### src/rtl/branch_resolve_unit.sv
// Branch resolution unit: two-stage registered datapath that resolves
// conditional branches, JAL and JALR, flags mispredicts and keeps stats.
//
// Ports:
//   clk, rst          clock and synchronous active-high reset
//   flush             kills every in-flight entry at the next edge
//   in_*              request bundle, valid/ready handshake
//   out_*             resolved result, valid/ready handshake
//   cnt_resolved      saturating count of output handshakes
//   cnt_mispredict    saturating count of mispredicting handshakes
module branch_resolve_unit #(
    parameter int XLEN  = 64,
    parameter int CNT_W = 32
) (
    input  logic             clk,
    input  logic             rst,
    input  logic             flush,
    input  logic             in_valid,
    output logic             in_ready,
    input  logic [1:0]       in_op,
    input  logic [2:0]       in_funct3,
    input  logic [XLEN-1:0]  in_pc,
    input  logic [XLEN-1:0]  in_a,
    input  logic [XLEN-1:0]  in_b,
    input  logic [XLEN-1:0]  in_imm,
    input  logic             in_pred_taken,
    input  logic [XLEN-1:0]  in_pred_target,
    output logic             out_valid,
    input  logic             out_ready,
    output logic             out_taken,
    output logic [XLEN-1:0]  out_target,
    output logic [XLEN-1:0]  out_link,
    output logic             out_mispredict,
    output logic [XLEN-1:0]  out_redirect_pc,
    output logic             out_illegal,
    output logic [CNT_W-1:0] cnt_resolved,
    output logic [CNT_W-1:0] cnt_mispredict
);

    localparam logic [1:0] OP_BR   = 2'b00;
    localparam logic [1:0] OP_JAL  = 2'b01;
    localparam logic [1:0] OP_JALR = 2'b10;

    localparam logic [XLEN-1:0]  FOUR    = {{(XLEN-3){1'b0}}, 3'd4};
    localparam logic [CNT_W-1:0] CNT_ONE = {{(CNT_W-1){1'b0}}, 1'b1};

    // S1: registered request
    logic            s1_valid;
    logic [1:0]      s1_op;
    logic [2:0]      s1_funct3;
    logic [XLEN-1:0] s1_pc;
    logic [XLEN-1:0] s1_a;
    logic [XLEN-1:0] s1_b;
    logic [XLEN-1:0] s1_imm;
    logic            s1_pred_taken;
    logic [XLEN-1:0] s1_pred_target;

    // S2: registered result
    logic            s2_valid;
    logic            s2_taken;
    logic [XLEN-1:0] s2_target;
    logic [XLEN-1:0] s2_link;
    logic            s2_mispredict;
    logic [XLEN-1:0] s2_redirect;
    logic            s2_illegal;

    logic s2_adv;
    logic s1_adv;
    logic out_fire;

    assign s2_adv   = !s2_valid || out_ready;
    assign s1_adv   = !s1_valid || s2_adv;
    assign in_ready = s1_adv && !flush;
    assign out_fire = s2_valid && out_ready;

    // Resolution of the S1 entry
    logic            cond;
    logic            r_taken;
    logic            r_illegal;
    logic            r_mispredict;
    logic [XLEN-1:0] r_target;
    logic [XLEN-1:0] r_link;
    logic [XLEN-1:0] sum_pc;
    logic [XLEN-1:0] sum_a;

    always_comb begin
        sum_pc = s1_pc + s1_imm;
        sum_a  = s1_a + s1_imm;
        r_link = s1_pc + FOUR;
        cond   = 1'b0;
        case (s1_funct3)
            3'b000:  cond = (s1_a == s1_b);
            3'b001:  cond = (s1_a != s1_b);
            3'b100:  cond = ($signed(s1_a) <  $signed(s1_b));
            3'b101:  cond = ($signed(s1_a) >= $signed(s1_b));
            3'b110:  cond = (s1_a <  s1_b);
            3'b111:  cond = (s1_a >= s1_b);
            default: cond = 1'b0;
        endcase
        r_taken   = 1'b0;
        r_illegal = 1'b0;
        r_target  = sum_pc;
        case (s1_op)
            OP_BR: begin
                r_taken   = cond;
                r_illegal = (s1_funct3[2:1] == 2'b01);
            end
            OP_JAL: r_taken = 1'b1;
            OP_JALR: begin
                r_taken  = 1'b1;
                r_target = {sum_a[XLEN-1:1], 1'b0};
            end
            default: r_illegal = 1'b1;
        endcase
        // Illegal entries never redirect the front end
        r_mispredict = !r_illegal &&
                       ((r_taken != s1_pred_taken) ||
                        (r_taken && (r_target != s1_pred_target)));
    end

    always_ff @(posedge clk) begin
        if (rst) begin
            s1_valid       <= 1'b0;
            s1_op          <= '0;
            s1_funct3      <= '0;
            s1_pc          <= '0;
            s1_a           <= '0;
            s1_b           <= '0;
            s1_imm         <= '0;
            s1_pred_taken  <= 1'b0;
            s1_pred_target <= '0;
            s2_valid       <= 1'b0;
            s2_taken       <= 1'b0;
            s2_target      <= '0;
            s2_link        <= '0;
            s2_mispredict  <= 1'b0;
            s2_redirect    <= '0;
            s2_illegal     <= 1'b0;
        end else if (flush) begin
            s1_valid <= 1'b0;
            s2_valid <= 1'b0;
        end else begin
            if (s1_adv) begin
                s1_valid <= in_valid;
                if (in_valid) begin
                    s1_op          <= in_op;
                    s1_funct3      <= in_funct3;
                    s1_pc          <= in_pc;
                    s1_a           <= in_a;
                    s1_b           <= in_b;
                    s1_imm         <= in_imm;
                    s1_pred_taken  <= in_pred_taken;
                    s1_pred_target <= in_pred_target;
                end
            end
            if (s2_adv) begin
                s2_valid <= s1_valid;
                if (s1_valid) begin
                    s2_taken      <= r_taken;
                    s2_target     <= r_target;
                    s2_link       <= r_link;
                    s2_mispredict <= r_mispredict;
                    s2_redirect   <= r_taken ? r_target : r_link;
                    s2_illegal    <= r_illegal;
                end
            end
        end
    end

    // A handshake coinciding with flush still completes and is counted
    always_ff @(posedge clk) begin
        if (rst) begin
            cnt_resolved   <= '0;
            cnt_mispredict <= '0;
        end else if (out_fire) begin
            if (cnt_resolved != '1)
                cnt_resolved <= cnt_resolved + CNT_ONE;
            if (s2_mispredict && (cnt_mispredict != '1))
                cnt_mispredict <= cnt_mispredict + CNT_ONE;
        end
    end

    assign out_valid       = s2_valid;
    assign out_taken       = s2_taken;
    assign out_target      = s2_target;
    assign out_link        = s2_link;
    assign out_mispredict  = s2_mispredict;
    assign out_redirect_pc = s2_redirect;
    assign out_illegal     = s2_illegal;

endmodule

### config.mk
export PLATFORM = sky130hd
export DESIGN_NAME = branch_resolve_unit
export DESIGN_NICKNAME = d
export VERILOG_FILES = /design/src/rtl/branch_resolve_unit.sv
export SDC_FILE = /design/constraint.sdc
export NUM_CORES = 2
export LEC_CHECK = 0
export BUFFER_PORTS_ARGS = -buffer_cell sky130_fd_sc_hd__buf_2
export CORE_UTILIZATION = 35
export DETAILED_ROUTE_END_ITERATION = 16
export GPL_ROUTABILITY_DRIVEN = 0
export PLACE_DENSITY = 0.61
export SLEW_MARGIN = 10
export SYNTH_ARGS = -nofsm -noshare
export SYNTH_HDL_FRONTEND = slang
export SYNTH_SLANG_ARGS = --single-unit
### constraint.sdc
create_clock -name clk -period 4.4 [get_ports clk]
set_input_delay 0.66 -clock clk [delete_from_list [all_inputs] [get_ports clk]]
set_output_delay 0.66 -clock clk [all_outputs]
set_load 0.02 [all_outputs]
# After elaboration in Yosys (flattened, before gate mapping)
# Cells that the tools add are included.
# word_totals
regBits,587
latchBits,0
mem_bits_rw,0
romBits,0
in_bits,331
output_inout_bits,261
elab_cells,67
memories,0
# op_classes
add_sub_neg,5
n_mul,0
div_mod_pow,0
order_cmp,4
n_eq_ne,14
shift,0
n_mux,5
bitwise_logic,1
n_reduce_logical,20
# op_table
op,n
adder 64 bit,2
greater-or-equal comparator 64 bit,2
less-than comparator 64 bit,2
two-way mux 64 bit,2
inequality test 64 bit,2
"adder 32 x 1 -> 32 bit, second input constant",2
"adder 64 x 3 -> 64 bit, second input constant",1
equality test 64 bit,1
"inequality test 32 bit, second input constant",2
"equality test 3 bit, second input constant",4
case mux 1 bit (6 select lines),1
AND reduction 3 bit,2
logical AND 1 bit,5
"equality test 2 x 1 -> 1 bit, second input constant",2
logical NOT 1 bit,4
case mux 1 bit (2 select lines),2
AND reduction 2 bit,2
OR reduction 2 bit,2
"equality test 3 x 1 -> 1 bit, second input constant",1
logical NOT 3 bit,1
logical OR 1 bit,3
"equality test 2 bit, second input constant",1
logical NOT 2 bit,1
inequality test 1 bit,1
inverter 1 bit,1

# Logic depth before layout (Yosys ltp)
# depth
ltp_word,6
ltp_mapped,16

# Worst setup path before layout
# Ideal clock, no wire load.
# synth_timing
path_kind,register to register
startpoint,reg s1_pc[8]
endpoint,reg s2_mispredict (netlist: out_mispredict)
setup_ns,0.121
arrival_ns,3.907
t_required_ns,4.279
setup_slack_ns,0.372
path_stages_with_launch,15
path_buffers,1
synth_period_minus_slack_ns,4.028
path_cell_list,dfxtp_1 ha_1 buf_2 a21oi_1 o21ai_1 a21oi_1 a2111o_1 a21boi_2 or3_2 a31oi_1 mux2_2 a2111o_1 or4_1 nor4_1 nor2_1
# synth_via
elab_chain_len,6
# synth_rtl
item,line_no,text
start: declaration,51,logic [XLEN-1:0] s1_pc;
start signal: assignment,148,s1_pc <= in_pc;
adder 64 bit,87,sum_pc = s1_pc + s1_imm;
two-way mux 64 bit,103,case (s1_op)
inequality test 64 bit,118,(r_taken && (r_target != s1_pred_target)));
logical AND 1 bit,118,
logical OR 1 bit,117,((r_taken != s1_pred_taken) ||
logical AND 1 bit,116,r_mispredict = !r_illegal &&
end signal: assignment,162,s2_mispredict <= r_mispredict;
end: declaration,63,logic s2_mispredict;
# Every way passes these cells.
# A chain may end at the register's enable or synchronous reset.

# Final worst setup path
# layout_timing
startpoint,reg s1_imm[18]
endpoint,reg s2_mispredict (netlist: out_mispredict)
# layout_via
elab_chain_len,6
elab_cells_between_ends,7
classes_between,2 x add/sub; 1 x eq/ne; 1 x mux; 3 x reduce/logical
# layout_rtl
item,line_no,text
start: declaration,54,logic [XLEN-1:0] s1_imm;
start signal: assignment,151,s1_imm <= in_imm;
"adder 64 bit, on equally long branches","87, 88",
two-way mux 64 bit *,103,
inequality test 64 bit *,118,
logical AND 1 bit *,118,
logical OR 1 bit *,117,
logical AND 1 bit *,116,
# Mark *: on every way between the ends. The rest lies on a longest branch, timed or not.

==> run_summary.xml <==
<?xml version="1.0" encoding="UTF-8"?>
<metrics>
  <group name="outcome">
    <metric name="outcome" unit="">completed</metric>
  </group>
  <group name="power_and_ir_drop">
    <metric name="netSwitchingFraction" unit="%">30.3</metric>
    <metric name="design_power_total" unit="mW">14.2</metric>
    <metric name="leakagePower" unit="nW">18.6</metric>
    <metric name="power_frac_clock" unit="%">41.7</metric>
    <metric name="ir_worst_vdd" unit="mV">0.259</metric>
    <metric name="power.sequential.fraction" unit="%">40.3</metric>
    <metric name="reported_net_switching_power" unit="mW">4.30</metric>
    <metric name="p_int" unit="mW">9.92</metric>
    <metric name="comb_power_share" unit="%">18.0</metric>
    <metric name="p_per_area" unit="nW/um^2">314</metric>
  </group>
  <group name="critical_path">
    <metric name="cp-start-kind" unit="">register</metric>
    <metric name="setup_crit_path_kind" unit="">reg -&gt; reg</metric>
    <metric name="crit_chain" unit="">ha_1 -&gt; nand4_1 -&gt; or4_1 -&gt; a211oi_2 -&gt; o311ai_2 -&gt; or4_4 -&gt; nand2_2 -&gt; nor3_1 -&gt; nor4_2 -&gt; nand4_1 -&gt; or4_1 -&gt; nor4_2 -&gt; nor2_1</metric>
    <metric name="path_max_fanout" unit="">5</metric>
    <metric name="critPathArrivalTime" unit="ns">4.87</metric>
    <metric name="critical_path_required" unit="ns">4.96</metric>
    <metric name="crit_buf_inv" unit="">0</metric>
    <metric name="max_stage_delay" unit="ns">0.59</metric>
    <metric name="worst_setup_path_end_kind" unit="">register</metric>
    <metric name="path_delay_family" unit="">simple AND/OR/NAND/NOR gates</metric>
    <metric name="critical_path.slowest_cell" unit="">sky130_fd_sc_hd__or4_1</metric>
  </group>
  <group name="synthesis">
    <metric name="post_synth_most_frequent_cells" unit="">1096 x sky130_fd_sc_hd__nand2_1, 648 x sky130_fd_sc_hd__a21oi_1, 587 x sky130_fd_sc_hd__dfxtp_1</metric>
    <metric name="synth_sequential_area_ratio" unit="%">32.1</metric>
    <metric name="synth_top_flop_cell" unit="">sky130_fd_sc_hd__dfxtp_1</metric>
    <metric name="synth.top_cells.by_area" unit="">sky130_fd_sc_hd__dfxtp_1 32%, sky130_fd_sc_hd__nand2_1 11%, sky130_fd_sc_hd__a21oi_1 8.9%</metric>
    <metric name="ys_warn_count" unit="">0</metric>
    <metric name="async_reset_ff_share" unit="%">0</metric>
    <metric name="ys_seq_elements" unit="">587</metric>
    <metric name="synth_enable_flop_cells" unit="">0</metric>
    <metric name="synth_top_area_share" unit="%">32.1</metric>
    <metric name="synth.lib_cells_used.distinct" unit="">110</metric>
    <metric name="postSynthAreaPerCell" unit="sq um">7.35</metric>
    <metric name="syn-instance-count" unit="">4986</metric>
    <metric name="synthesis.area" unit="sq um">36600</metric>
    <metric name="synth.most_common_cell" unit="">sky130_fd_sc_hd__nand2_1</metric>
    <metric name="postSynthNetCount" unit="">5514</metric>
    <metric name="largest_area_contributor_in_the_netlist" unit="">sky130_fd_sc_hd__dfxtp_1</metric>
  </group>
  <group name="timing">
    <metric name="worst_clock_skew" unit="ns">0.0359</metric>
    <metric name="worst_slew_pin_slew" unit="ns">1.07</metric>
    <metric name="post-route-period-util" unit="%">98.1</metric>
    <metric name="timing.final.ws_setup" unit="ns">0.0849</metric>
    <metric name="minimum_clock_period" unit="ns">4.32</metric>
    <metric name="finalSetupViolCount" unit="">0</metric>
    <metric name="worst_hold_slack" unit="ns">0.234</metric>
    <metric name="finalHoldViolCount" unit="">0</metric>
    <metric name="relSlewSlack" unit="%">27.6</metric>
    <metric name="setup_tns" unit="ns">0</metric>
    <metric name="report.final.slew_viol_count" unit="">0</metric>
    <metric name="maxClockFrequency" unit="MHz">232</metric>
  </group>
  <group name="clocking">
    <metric name="holdBufCountCts" unit="">0</metric>
    <metric name="h-tree-depth" unit="">3</metric>
    <metric name="root_buffer" unit="">sky130_fd_sc_hd__clkbuf_16</metric>
    <metric name="clock_sink_count" unit="">587</metric>
    <metric name="cts_made_buffers" unit="">70</metric>
    <metric name="worst_setup_hold_path_clk_slew" unit="ns">0.07</metric>
    <metric name="tritoncts" unit="">done</metric>
    <metric name="cts.path.max_buffers" unit="">3</metric>
    <metric name="clock_insertion_delay_worst_skew" unit="ns">0.67</metric>
  </group>
  <group name="layout">
    <metric name="final_cell_count_no_fill" unit="">7103</metric>
    <metric name="areaGrowthSynthToFinish" unit="%">23.7</metric>
    <metric name="final_area" unit="sq um">45300</metric>
    <metric name="number_of_nets_in_the_layout" unit="">6188</metric>
    <metric name="number_of_inserted_filler_cells_in_the_final_layout" unit="">10700</metric>
    <metric name="share_of_layout_cells_above_drive_strength_1" unit="%">20.4</metric>
    <metric name="finish.utilization" unit="%">43.7</metric>
  </group>
  <group name="floorplanning">
    <metric name="fp.coreArea" unit="sq um">104000</metric>
    <metric name="dieHeight" unit="um">326</metric>
    <metric name="initial_utilization" unit="%">35.4</metric>
    <metric name="design.die.area" unit="sq um">106000</metric>
    <metric name="fp.dieW" unit="um">326</metric>
    <metric name="ios" unit="">592</metric>
    <metric name="fp-row-count" unit="">118</metric>
  </group>
  <group name="place">
    <metric name="postPlaceCellArea" unit="sq um">42800</metric>
    <metric name="number_of_cells_in_the_design_after_placement" unit="">6966</metric>
    <metric name="dp_slack" unit="ns">-0.157</metric>
    <metric name="hpwlAfterDp" unit="um">125000</metric>
    <metric name="numPortBuffers" unit="">591</metric>
  </group>
  <group name="global_routing">
    <metric name="wire_length_of_the_first_global_routing_pass" unit="um">226000</metric>
    <metric name="grt_pass1_vias" unit="">36300</metric>
    <metric name="largest_net_degree_at_the_start_of_global_routing" unit="">168</metric>
    <metric name="grt_overflow_total" unit="">0</metric>
    <metric name="initial_antenna_violation_count" unit="">42</metric>
    <metric name="track_usage" unit="%">27.9</metric>
  </group>
  <group name="detailed_routing">
    <metric name="avgRoutedWirePerCell" unit="um">21.9</metric>
    <metric name="route.detailed.vias_per_inst" unit="">5.57</metric>
    <metric name="initialDrtViolationCount" unit="">4056</metric>
    <metric name="vias" unit="">39600</metric>
    <metric name="remaining_drc_errors" unit="">0</metric>
    <metric name="wl" unit="um">155000</metric>
    <metric name="drtPass1Iterations" unit="">9</metric>
    <metric name="drt.antenna.violating_nets" unit="">0</metric>
  </group>
  <group name="flow_run">
    <metric name="max-cap-violations" unit="">0</metric>
  </group>
  <group name="hold_path">
    <metric name="min-delay-path-class" unit="">in -&gt; reg</metric>
  </group>
</metrics>
[registers in the layout, indices dropped and copies added, names as in the netlist]
name,count
cnt_mispredict,32
cnt_resolved,32
out_illegal,1
out_link,64
out_mispredict,1
out_redirect_pc,64
out_taken,1
out_target,64
out_valid,1
s1_a,64
s1_b,64
s1_funct3,3
s1_imm,64
s1_op,2
s1_pc,64
s1_pred_taken,1
s1_pred_target,64
s1_valid,1
[tightest hold or removal path: stages]
cell                      delay, ns
sky130_fd_sc_hd__buf_2         0.09
sky130_fd_sc_hd__nand2_1       0.04
sky130_fd_sc_hd__a21oi_1       0.05
[power groups by stage]
stage / Combinational (mW) / Clock (mW) / Sequential, mW
after floorplan: 1.40 / 0 / 5.79
after global placement: 2.47 / 0 / 5.83
after detailed placement: 2.49 / 0 / 5.84
after CTS: 2.51 / 6.05 / 5.72
after global routing: 2.76 / 6.27 / 5.75
final: 2.56 / 5.93 / 5.74
[area by class of cell]
type | instances | area [sq um] | share of cell area, %
antenna | 12 | 30.0 | 0.0662
clock buffer | 88 | 1920 | 4.24
clock inverter | 35 | 408 | 0.900
inverter | 122 | 458 | 1.01
multi-input combinational | 3955 | 23300 | 51.4
sequential | 587 | 11800 | 25.9
tap | 1380 | 1730 | 3.81
timing repair buffer | 924 | 5730 | 12.6
[timing repair]
action | in CTS | in global routing
endpoints found under the hold margin | 0 | 0
gates resized for setup | 1 | 44
pin swaps | 0 | 9
endpoints found under the setup margin | 1 | 3
setup buffers | 0 | 2
[routing by layer]
| metal | part of all wire (%) | GRT usage (%) | vias up |
|---|---|---|---|
| met2 | 42 | 41.5 | 1796 |
| li1 | - | - | 19000 |
| met1 | 44 | 38.8 | 18400 |
| met4 | 4.4 | 11.3 | 56 |
| met5 | 0.22 | 0 | - |
| met3 | 9.5 | 6.32 | 375 |
[final timing paths]
check                                    startpoint                  end  slack, ns  cells after the start
worst max-delay path                     s1_imm[18]       out_mispredict       0.08                     13
worst min-delay path                      in_pc[62]            s1_pc[62]       0.23                      3
worst max register to register           s1_imm[18]       out_mispredict       0.08                     13
worst min register to register  out_redirect_pc[38]  out_redirect_pc[38]       0.45                      2
[cells by family after synthesis]
| family | share of synthesized area [%] |
|---|---|
| XOR/XNOR | 5.94 |
| adder cells (fa/ha/maj) | 6.77 |
| AND/OR/NAND/NOR | 26.4 |
| flip-flops | 32.1 |
| AO/OA/AOI/OAI | 22.0 |
| buffers and inverters | 4.93 |
| multiplexers | 1.87 |
[layout by cell type (no fill, tap or decap), types with 23 or more instances in the layout]
master,count
sky130_fd_sc_hd__nor4_1,30
sky130_fd_sc_hd__o21ai_0,146
sky130_fd_sc_hd__nand3_1,142
sky130_fd_sc_hd__a211oi_1,140
sky130_fd_sc_hd__xor2_1,133
sky130_fd_sc_hd__nand2b_1,30
sky130_fd_sc_hd__inv_1,121
sky130_fd_sc_hd__nor2_1,408
sky130_fd_sc_hd__nor3_1,78
sky130_fd_sc_hd__o211ai_1,34
sky130_fd_sc_hd__nand2_1,1095
sky130_fd_sc_hd__dfxtp_1,586
sky130_fd_sc_hd__buf_2,590
sky130_fd_sc_hd__and3_1,33
sky130_fd_sc_hd__nand4_1,119
sky130_fd_sc_hd__o21a_1,26
sky130_fd_sc_hd__mux2i_1,54
sky130_fd_sc_hd__ha_1,187
sky130_fd_sc_hd__a21o_1,36
sky130_fd_sc_hd__buf_4,312
sky130_fd_sc_hd__and2_1,23
sky130_fd_sc_hd__or3_1,31
sky130_fd_sc_hd__nor2b_1,29
sky130_fd_sc_hd__xnor2_1,105
sky130_fd_sc_hd__a21oi_1,644
sky130_fd_sc_hd__clkbuf_16,71
(Power assumes the default switching activity.)
